`config.mk`:
```
export PLATFORM = sky130hd
export DESIGN_NAME = mac_tx_arb
export DESIGN_NICKNAME = d
export VERILOG_FILES = /design/src/rtl/mac_tx_arb.sv
export SDC_FILE = /design/constraint.sdc
export NUM_CORES = 1
export LEC_CHECK = 0
export CORE_ASPECT_RATIO = 0.7
export CORE_MARGIN = 2
export CORE_UTILIZATION = 56
export DETAILED_ROUTE_END_ITERATION = 6
export GPL_ROUTABILITY_DRIVEN = 0
export PLACE_DENSITY = 0.89
export SLEW_MARGIN = 5
export SYNTH_ARGS = -nofsm -noshare
export SYNTH_HDL_FRONTEND = slang
export SYNTH_SLANG_ARGS = --single-unit
```
`constraint.sdc`:
```
create_clock -name clk -period 2.9 [get_ports clk]
set_input_delay 0.29 -clock clk [delete_from_list [all_inputs] [get_ports clk]]
set_output_delay 0.29 -clock clk [all_outputs]
set_load 0.005 [all_outputs]
```
`src/rtl/mac_tx_arb.sv`:
```
// Two-port AXI4-Stream frame arbiter feeding the MAC TX byte stream.
// Grants are frame-locked; supports round-robin or fixed s0 priority, an inter-frame gap and frame counters.
module mac_tx_arb #(
  parameter int IFG_CYC   = 0,
  parameter int MAX_BEATS = 1536,
  parameter int CNT_W     = 16
) (
  input  logic             clk,
  input  logic             rstn,
  input  logic             cfg_prio,
  input  logic             cnt_clr,
  input  logic [7:0]       s0_tdata,
  input  logic             s0_tvalid,
  input  logic             s0_tlast,
  output logic             s0_tready,
  input  logic [7:0]       s1_tdata,
  input  logic             s1_tvalid,
  input  logic             s1_tlast,
  output logic             s1_tready,
  output logic [7:0]       m_tdata,
  output logic             m_tvalid,
  output logic             m_tlast,
  input  logic             m_tready,
  output logic [1:0]       grant,
  output logic [CNT_W-1:0] frame_cnt0,
  output logic [CNT_W-1:0] frame_cnt1,
  output logic             err_long
);

  typedef enum logic [1:0] {IDLE, GNT0, GNT1, GAP} state_e;

  localparam logic [10:0] MAX_B    = 11'(MAX_BEATS);
  localparam logic [7:0]  GAP_LAST = 8'(IFG_CYC - 1);

  state_e           state_q;
  logic [1:0]       grant_q;
  logic             rr_q;
  logic [7:0]       gap_q;
  logic [10:0]      beat_q;
  logic [CNT_W-1:0] cnt0_q, cnt0_d;
  logic [CNT_W-1:0] cnt1_q, cnt1_d;
  logic             err_q, err_d;
  logic             hs, last_hs;

  function automatic logic [CNT_W-1:0] cnt_inc(input logic [CNT_W-1:0] v);
    return (&v) ? v : v + CNT_W'(1);
  endfunction

  function automatic logic [10:0] beat_inc(input logic [10:0] v);
    return (&v) ? v : v + 11'd1;
  endfunction

  // Zero-latency datapath steered by the registered grant
  assign m_tvalid  = (grant_q[0] & s0_tvalid) | (grant_q[1] & s1_tvalid);
  assign m_tdata   = grant_q[0] ? s0_tdata : (grant_q[1] ? s1_tdata : 8'h00);
  assign m_tlast   = (grant_q[0] & s0_tlast) | (grant_q[1] & s1_tlast);
  assign s0_tready = grant_q[0] & m_tready;
  assign s1_tready = grant_q[1] & m_tready;
  assign grant     = grant_q;
  assign frame_cnt0 = cnt0_q;
  assign frame_cnt1 = cnt1_q;
  assign err_long  = err_q;

  assign hs      = m_tvalid & m_tready;
  assign last_hs = hs & m_tlast;

  // Clear takes precedence over a same-cycle increment or error
  always_comb begin
    cnt0_d = cnt0_q;
    cnt1_d = cnt1_q;
    err_d  = err_q;
    if (last_hs && grant_q[0]) cnt0_d = cnt_inc(cnt0_q);
    if (last_hs && grant_q[1]) cnt1_d = cnt_inc(cnt1_q);
    if (hs && !m_tlast && (beat_q >= MAX_B)) err_d = 1'b1;
    if (cnt_clr) begin
      cnt0_d = '0;
      cnt1_d = '0;
      err_d  = 1'b0;
    end
  end

  always_ff @(posedge clk or negedge rstn) begin
    if (!rstn) begin
      state_q <= IDLE;
      grant_q <= 2'b00;
      rr_q    <= 1'b0;
      gap_q   <= 8'd0;
      beat_q  <= 11'd0;
      cnt0_q  <= '0;
      cnt1_q  <= '0;
      err_q   <= 1'b0;
    end else begin
      cnt0_q <= cnt0_d;
      cnt1_q <= cnt1_d;
      err_q  <= err_d;
      case (state_q)
        IDLE: begin
          beat_q <= 11'd0;
          // rr_q set means s1 is owed the next tie
          if (s0_tvalid && (!s1_tvalid || cfg_prio || !rr_q)) begin
            state_q <= GNT0;
            grant_q <= 2'b01;
          end else if (s1_tvalid) begin
            state_q <= GNT1;
            grant_q <= 2'b10;
          end
        end
        GNT0, GNT1: begin
          if (hs) begin
            beat_q <= beat_inc(beat_q);
            if (m_tlast) begin
              rr_q    <= (state_q == GNT0);
              grant_q <= 2'b00;
              gap_q   <= 8'd0;
              state_q <= (IFG_CYC > 0) ? GAP : IDLE;
            end
          end
        end
        GAP: begin
          if (gap_q == GAP_LAST) state_q <= IDLE;
          else                   gap_q   <= gap_q + 8'd1;
        end
        default: state_q <= IDLE;
      endcase
    end
  end

endmodule

```
# --- Word-level counts from Yosys, hierarchy flattened ---
# Cells that the tools add are included.
classes:
  addsub: 4
  n_mul: 0
  div: 0
  magnitude_cmp: 1
  eq_ne: 12
  n_shift: 0
  n_mux: 24
  bitwise: 10
  n_reduce_logical: 27
op_table:
  columns: ["cell", "n"]
  rows:
  - ["$mux 16", 6]
  - ["$mux 8", 5]
  - ["$add 16x1->16 const B", 2]
  - ["$reduce_and 16->1", 2]
  - ["$mux 11", 2]
  - ["$pmux 11 s2", 1]
  - ["$pmux 8 s2", 1]
  - ["$ne 2x2->1 const B", 7]
  - ["$reduce_and 4->1", 3]
  - ["$add 11x1->11 const B", 1]
  - ["$ge 11x11->1 const B", 1]
  - ["$reduce_and 11->1", 1]
  - ["$mux 2", 5]
  - ["$reduce_bool 2->1", 5]
  - ["$add 8x1->8 const B", 1]
  - ["$and 1x1->1", 8]
  - ["$eq 8x8->1 const B", 1]
  - ["$pmux 2 s3", 1]
  - ["$reduce_and 3->1", 2]
  - ["$logic_and 1x1->1", 5]
  - ["$eq 2x2->1 const B", 2]
  - ["$pmux 2 s2", 1]
  - ["$reduce_and 2->1", 2]
  - ["$logic_not 1->1", 3]
  - ["other kinds (7)", 10]
totals:
  register_bits: 57
  latch_bits: 0
  ramBits: 0
  mem_bits_ro: 0
  in_bits: 25
  output_inout_bits: 47
  word_cells: 86
  memories: 0

# --- Depth between registers and ports, before layout ---
# Gate-level depths: netlist of run 1.
depth:
  depth_word: 7
  depth_mapped: 10
  mapped_depth_nobuf: 7

# --- Least setup slack after synthesis of run 1 ---
# No wires, ideal clock.
synth_path:
  path_type: "register to register"
  startpoint: "register state_q[0]"
  endpoint: "register beat_q[2]"
  setup_time_ns: 0.087
  arrival_ns: 1.769
  required_ns: 2.813
  slack_ns: 1.044
  path_stages_with_launch: 10
  n_path_buf: 2
  synth_period_minus_slack_ns: 1.856
  path_cell_list: "dfrtp_1 -> inv_1 -> ha_1 -> clkbuf_1 -> nor2b_1 -> a31oi_1 -> a21o_1 -> buf_2 -> or3_1 -> o211ai_1"
synth_between:
  elab_chain_cells: 4
  elab_cells_between_ends: 9
  classes_between: "eq/ne: 4; mux: 1; reduce/logical: 4"
synth_rtl:
  columns: ["element", "line_no", "source"]
  rows:
  - ["start, declared", "35", "state_e state_q;"]
  - ["start signal, assigned", "115", "state_q <= (IFG_CYC > 0) ? GAP : IDLE;"]
  - ["$eq 2x1->1 / $eq 2x2->1 (equally long branches)", "96", "case (state_q)"]
  - ["$reduce_or 2->1", "96", null]
  - ["$ne 2x2->1 (no line) / $reduce_bool 2->1 (equally long branches)", null, null]
  - ["$reduce_and 3->1 (no line)", null, null]
  - ["end signal, assigned", "110", "beat_q <= beat_inc(beat_q);"]
  - ["end, declared", "39", "logic [10:0] beat_q;"]
# Parallel ways exist; a longest one is shown, timed or not.
# A chain may end at the register's enable or synchronous reset.

# --- Worst setup path after layout of run 1 ---
layout_path:
  startpoint: "register state_q[0]"
  endpoint: "register beat_q[4]"
# Same word-level chain as after synthesis.

==> impl_metrics.json, run 1 <==
{
  "setup_violations": 0,
  "cts.sinks": 57,
  "fin_setup_tns_ns": 0,
  "synthCells": 379,
  "synth_nets": 412,
  "numCtsBuffers": 9,
  "seq_power_share_pct": 49.5,
  "grtUsageTotal_pct": 28.40,
  "ctsLongestPathBuffers": 2,
  "maxCapViolations": 0,
  "antenna_found_initial": 0,
  "tightest_slew_ns": 0.7211,
  "crit_fanout": 20,
  "grt_max_degree": 23,
  "dp_hpwl_um": 6402,
  "arrival_ns": 2.73,
  "port_buffers": 71,
  "crit_required_ns": 3.14,
  "postCtsSetupBuffers": 0,
  "cts_tree": "built",
  "drive_above_1_share_pct": 8.609,
  "io_pins": 72,
  "r2r_setup_slack_ns": 0.41,
  "viasPerCell": 6.091,
  "grt_first_pass_wirelength_um": 15370,
  "slew_viol_final": 0,
  "start_util_pct": 59.28,
  "place_ws_ns": 0.4988,
  "r2r_cells": 7,
  "setup_ws_ns": 0.4069,
  "num_vias": 3216,
  "synth-edff-count": 0,
  "synth_seq_cells": 57,
  "netlist_area_um2": 3463,
  "p_per_area_nw_per_um2": 364.2,
  "synth_flop_cell": "dfrtp_1",
  "drt_iter0_drc": 239,
  "drt_wl_total_um": 9083,
  "power.net_switching_mw": 0.3636,
  "dr.pass1.iters": 5,
  "p_comb_share_pct": 4.3,
  "relSlewSlack_pct": 51.78,
  "cts_resized": 0,
  "finClkSkew_ns": 0.005433,
  "drc_errors": 0,
  "p_sw_share_pct": 22.65,
  "yosysWarningCount": 0,
  "r2r_start": "state_q[0]",
  "fp.dieW_um": 98.00,
  "htreeDepth": 3,
  "rsz0062_at_grt": "false",
  "routedWlPerCell_um": 17.20,
  "reg2reg_to": "beat_q[4]",
  "final_cell_mix": "70 x clkdlybuf4s50_1, 57 x dfrtp_1, 45 x nor2_1",
  "fmax_ghz": 0.4011,
  "core_area_um2": 5842,
  "hold_buffers": 1,
  "first_global_vias": 3192,
  "async_flop_share_pct": 100.0,
  "internal-power_mw": 1.242,
  "endpoint_kind": "flip-flop",
  "nets": 481,
  "cts.clk_slew.worst_paths_ns": 0.07,
  "postRouteAntennaNets": 0,
  "synth_cell_types": 57,
  "die_area_um2": 6840,
  "layout_commonest_cell": "clkdlybuf4s50_1",
  "finalHoldViolCount": 0,
  "syn2layout_area_growth_pct": 27.28,
  "placed_cells": 511,
  "diodes": 0,
  "finalPower_mw": 1.605,
  "leakagePower_nw": 1.822,
  "ys_seq_area_share_pct": 41.18,
  "root_buffer": "clkbuf_8",
  "grt_remaining_overflow": 0,
  "stdcell_count": 528,
  "die_h_um": 69.80,
  "clock_latency_ns": 0.35,
  "p_clk_share_pct": 46.1,
  "cp-start-kind": "flip-flop",
  "finalCritPeriodShare_pct": 85.97,
  "hp-class": "in -> async",
  "peakVddDrop_v": 0.0002868,
  "status": "finished, final reports clean",
  "rows": 23,
  "min_period_ns": 2.493,
  "avgSynthCellArea_um2": 9.138,
  "worstSetupPathType": "reg -> reg"
}
[layer usage]
layer,track usage [%],share of wire [%]
met5,0,0
met4,7.870,1.4
met3,8.871,7.0
met2,46.04,48
met1,37.00,44
[worst max path at each step]
stage	end	from	depth (start not counted)	slack, ns
global route	beat_q[4]	state_q[0]	7	0.29
CTS	m_tdata[5]	grant[0]	3	0.46
finish	beat_q[4]	state_q[0]	7	0.41
detailed placement	beat_q[4]	state_q[0]	7	0.50
floorplan	beat_q[2]	state_q[0]	9	1.04
global placement	frame_cnt0[12]	m_tready	5	0.63
[critical path, stage by stage (launching register included)]
cell     delay, ns
dfrtp_1       0.38
inv_1         0.07
ha_1          0.69
nand4_1       0.24
nor2_1        0.16
a21o_1        0.49
mux2i_1       0.25
nand2_1       0.07
[power groups by stage]
stage	clock (mW)	sequential, mW	combinational [mW]
after floorplan	0	0.810	0.0120
after global placement	0	0.810	0.0675
after detailed placement	0	0.810	0.0695
after CTS	0.746	0.795	0.0709
after global routing	0.798	0.794	0.0763
final	0.741	0.795	0.0698
[cell usage after synthesis (2+ instances only)]
| cell | count | area (µm²) |
|---|---|---|
| buf_2 | 6 | 30.03 |
| nor4_1 | 10 | 62.56 |
| mux2i_1 | 8 | 80.08 |
| and3_1 | 5 | 31.28 |
| xnor2_1 | 26 | 227.7 |
| buf_6 | 2 | 22.52 |
| o2bb2ai_1 | 2 | 17.52 |
| a211oi_1 | 4 | 30.03 |
| nand4_2 | 3 | 37.54 |
| and2_1 | 5 | 31.28 |
| o211ai_1 | 3 | 22.52 |
| a41o_1 | 2 | 20.02 |
| dfrtp_1 | 57 | 1426 |
| inv_1 | 10 | 37.54 |
| and4_1 | 5 | 43.79 |
| mux2_2 | 2 | 22.52 |
| buf_4 | 2 | 15.01 |
| a31oi_1 | 3 | 18.77 |
| a21oi_1 | 12 | 60.06 |
| nor2_1 | 45 | 168.9 |
| nand2_1 | 43 | 161.4 |
| nand3b_1 | 3 | 22.52 |
| nor2b_1 | 5 | 31.28 |
| nor3_1 | 15 | 75.07 |
| a22o_1 | 8 | 70.07 |
| nand3_1 | 19 | 95.09 |
| or3_1 | 3 | 18.77 |
| o221ai_1 | 4 | 35.03 |
| nand4_1 | 12 | 75.07 |
| clkbuf_1 | 9 | 33.78 |
| o21ai_0 | 11 | 55.05 |
| nor4b_1 | 2 | 17.52 |
| ha_1 | 8 | 100.1 |
| a22o_4 | 2 | 35.03 |
[state kept, by name (all words and copies together), names as in the netlist]
register / flops
state_q: 2
beat_q: 11
frame_cnt0: 16
gap_q: 8
frame_cnt1: 16
err_long: 1
rr_q: 1
grant: 2
[layout make-up]
type | instances | area [µm²]
flip-flops and latches | 57 | 1426
inverters | 10 | 37.54
clock inverters | 6 | 57.56
clock buffers | 10 | 137.6
well taps | 75 | 93.84
fillers | 428 | 1434
repair buffers | 78 | 760.7
multi-input cells | 292 | 1894
[per-stage QoR]
step	utilization, %	hold slack, ns	cell area (µm²)
floorplan	-	-0.005591	3463
global placement	71.94	0.2253	4203
detailed placement	71.94	0.2329	4203
CTS	75.46	0.3974	4408
global route	75.46	0.4230	4408
finish	75.46	0.3857	4408
[logic make-up (layout without fill, tap and decap cells)]
kind of cell	count (synthesis)	count (layout)	synth area share (%)
multiplexers	12	12	3.721
XOR/XNOR	26	26	6.575
buffers and inverters	30	104	4.118
flip-flops	57	57	41.19
AO/OA/AOI/OAI	60	60	12.97
adder cells (fa/ha/maj)	8	8	2.890
AND/OR/NAND/NOR	186	186	28.54
Note: power is estimated with default switching activity, not from simulation.
==> inputs of run 2 (changes only) <==
Clock period 2.9 ns to 3.11 ns, I/O delays scaled along.
==> impl_metrics.json, run 2 (synthesis gave the netlist of run 1 again) <==
{
  "antenna_found_initial": 0,
  "tightest_slew_ns": 0.6863,
  "start_util_pct": 59.28,
  "cts_resized": 0,
  "crit_fanout": 18,
  "cts.clk_slew.worst_paths_ns": 0.07,
  "worstSetupPathType": "reg -> out",
  "dp_hpwl_um": 6266,
  "finalHoldViolCount": 0,
  "min_period_ns": 2.538,
  "port_buffers": 71,
  "core_area_um2": 5842,
  "fillers": 416,
  "rsz0062_at_grt": "false",
  "viasPerCell": 6.080,
  "drive_above_1_share_pct": 8.186,
  "clock_latency_ns": 0.34,
  "final_cell_mix": "70 x clkdlybuf4s50_1, 57 x dfrtp_1, 45 x nor2_1",
  "syn2layout_area_growth_pct": 27.78,
  "finClkSkew_ns": 0.01105,
  "critPathBufInv": 1,
  "max_stage_delay_ns": 0.63,
  "slew_viol_final": 0,
  "cts.sinks": 57,
  "htreeDepth": 3,
  "postCtsSetupBuffers": 0,
  "cpMaxStageDelayCell": "dfrtp_1",
  "layout_commonest_cell": "clkdlybuf4s50_1",
  "reg2reg_to": "gap_q[2]",
  "crit_chain": "nor2b_1 > a22o_1 > clkdlybuf4s50_1",
  "finalCritPeriodShare_pct": 81.60,
  "r2r_cells": 6,
  "endpoint_kind": "output pin",
  "r2r_setup_slack_ns": 0.83,
  "num_vias": 3204,
  "rows": 23,
  "grt_first_pass_wirelength_um": 14590,
  "peakVddDrop_v": 0.0002198,
  "cp_top_family": "flip-flops",
  "cts_tree": "built",
  "ctsLongestPathBuffers": 2,
  "fmax_ghz": 0.3940,
  "placed_area_um2": 4195,
  "postRouteAntennaNets": 0,
  "die_h_um": 69.80,
  "drt_iter0_drc": 222,
  "grtUsageTotal_pct": 26.57,
  "numCtsBuffers": 9,
  "drc_errors": 0,
  "p_per_area_nw_per_um2": 357.5,
  "r2r_start": "state_q[0]",
  "fp.dieW_um": 98.00,
  "drt_wl_total_um": 8797,
  "relSlewSlack_pct": 54.25,
  "fin_setup_tns_ns": 0,
  "leakagePower_nw": 1.829,
  "io_pins": 72,
  "dr.pass1.iters": 5,
  "nets": 480,
  "final_area_um2": 4425,
  "crit_required_ns": 2.80,
  "root_buffer": "clkbuf_8",
  "cp-start-kind": "flip-flop",
  "grt_remaining_overflow": 0,
  "setup_violations": 0,
  "diodes": 0,
  "hp-class": "in -> async",
  "critPathLaunch": "grant[0]",
  "first_global_vias": 2984,
  "arrival_ns": 2.23,
  "maxCapViolations": 0,
  "die_area_um2": 6840,
  "routedWlPerCell_um": 16.69,
  "status": "finished, final reports clean",
  "grt_max_degree": 40
}
[run 2: cell type report]
type	instances	area, µm²	area share, %
Tap cell	75	93.84	2.120
Timing Repair Buffer	77	753.2	17.02
Inverter	10	37.54	0.8482
Multi-Input combinational cell	292	1894	42.80
Clock inverter	5	78.83	1.781
Sequential cell	57	1426	32.23
Clock buffer	11	141.4	3.195
[run 2: per-stage QoR]
| step | utilization [%] | cells | power (mW) | hold WS (ns) | setup WS [ns] |
|---|---|---|---|---|---|
| 2_1_floorplan | - | 379 | 0.7666 | 0.01541 | 1.254 |
| 3_3_place_gp | 71.81 | 510 | 0.8170 | 0.2680 | 0.8110 |
| 3_5_place_dp | 71.81 | 510 | 0.8192 | 0.2748 | 0.7689 |
| 4_1_cts | 75.76 | 527 | 1.592 | 0.4345 | 0.5944 |
| 5_1_grt | 75.76 | 527 | 1.633 | 0.4738 | 0.4362 |
| 6_report | 75.76 | 527 | 1.582 | 0.4431 | 0.5722 |
[run 2: where the power goes]
| part | switching [mW] | internal, mW |
|---|---|---|
| logic | 0.0335 | 0.0307 |
| registers | 0 | 0.741 |
| clock network | 0.305 | 0.472 |
| total | 0.339 | 1.24 |
[run 2: worst max-delay path by stage]
stage          cells past startpoint             end
2_1_floorplan                      9       beat_q[2]
3_3_place_gp                       5  frame_cnt0[12]
3_5_place_dp                       5  frame_cnt0[12]
4_1_cts                            3      m_tdata[4]
5_1_grt                            3      m_tdata[4]
6_report                           3      m_tdata[4]
[run 2: timing repair]
action / 4_1_cts / 5_1_grt
hold buffers: 1 / 0
endpoints found under the setup margin: 0 / 0
endpoints found under the hold margin: 18 / 0
[run 2: metal layers]
metal | share of wire, % | vias to the layer above | global-route usage [%]
li1 | - | 1503 | -
met1 | 43 | 1528 | 34.55
met2 | 47 | 148 | 42.01
met3 | 7.3 | 25 | 6.552
met4 | 2.5 | 0 | 12.35
met5 | 0 | - | 0
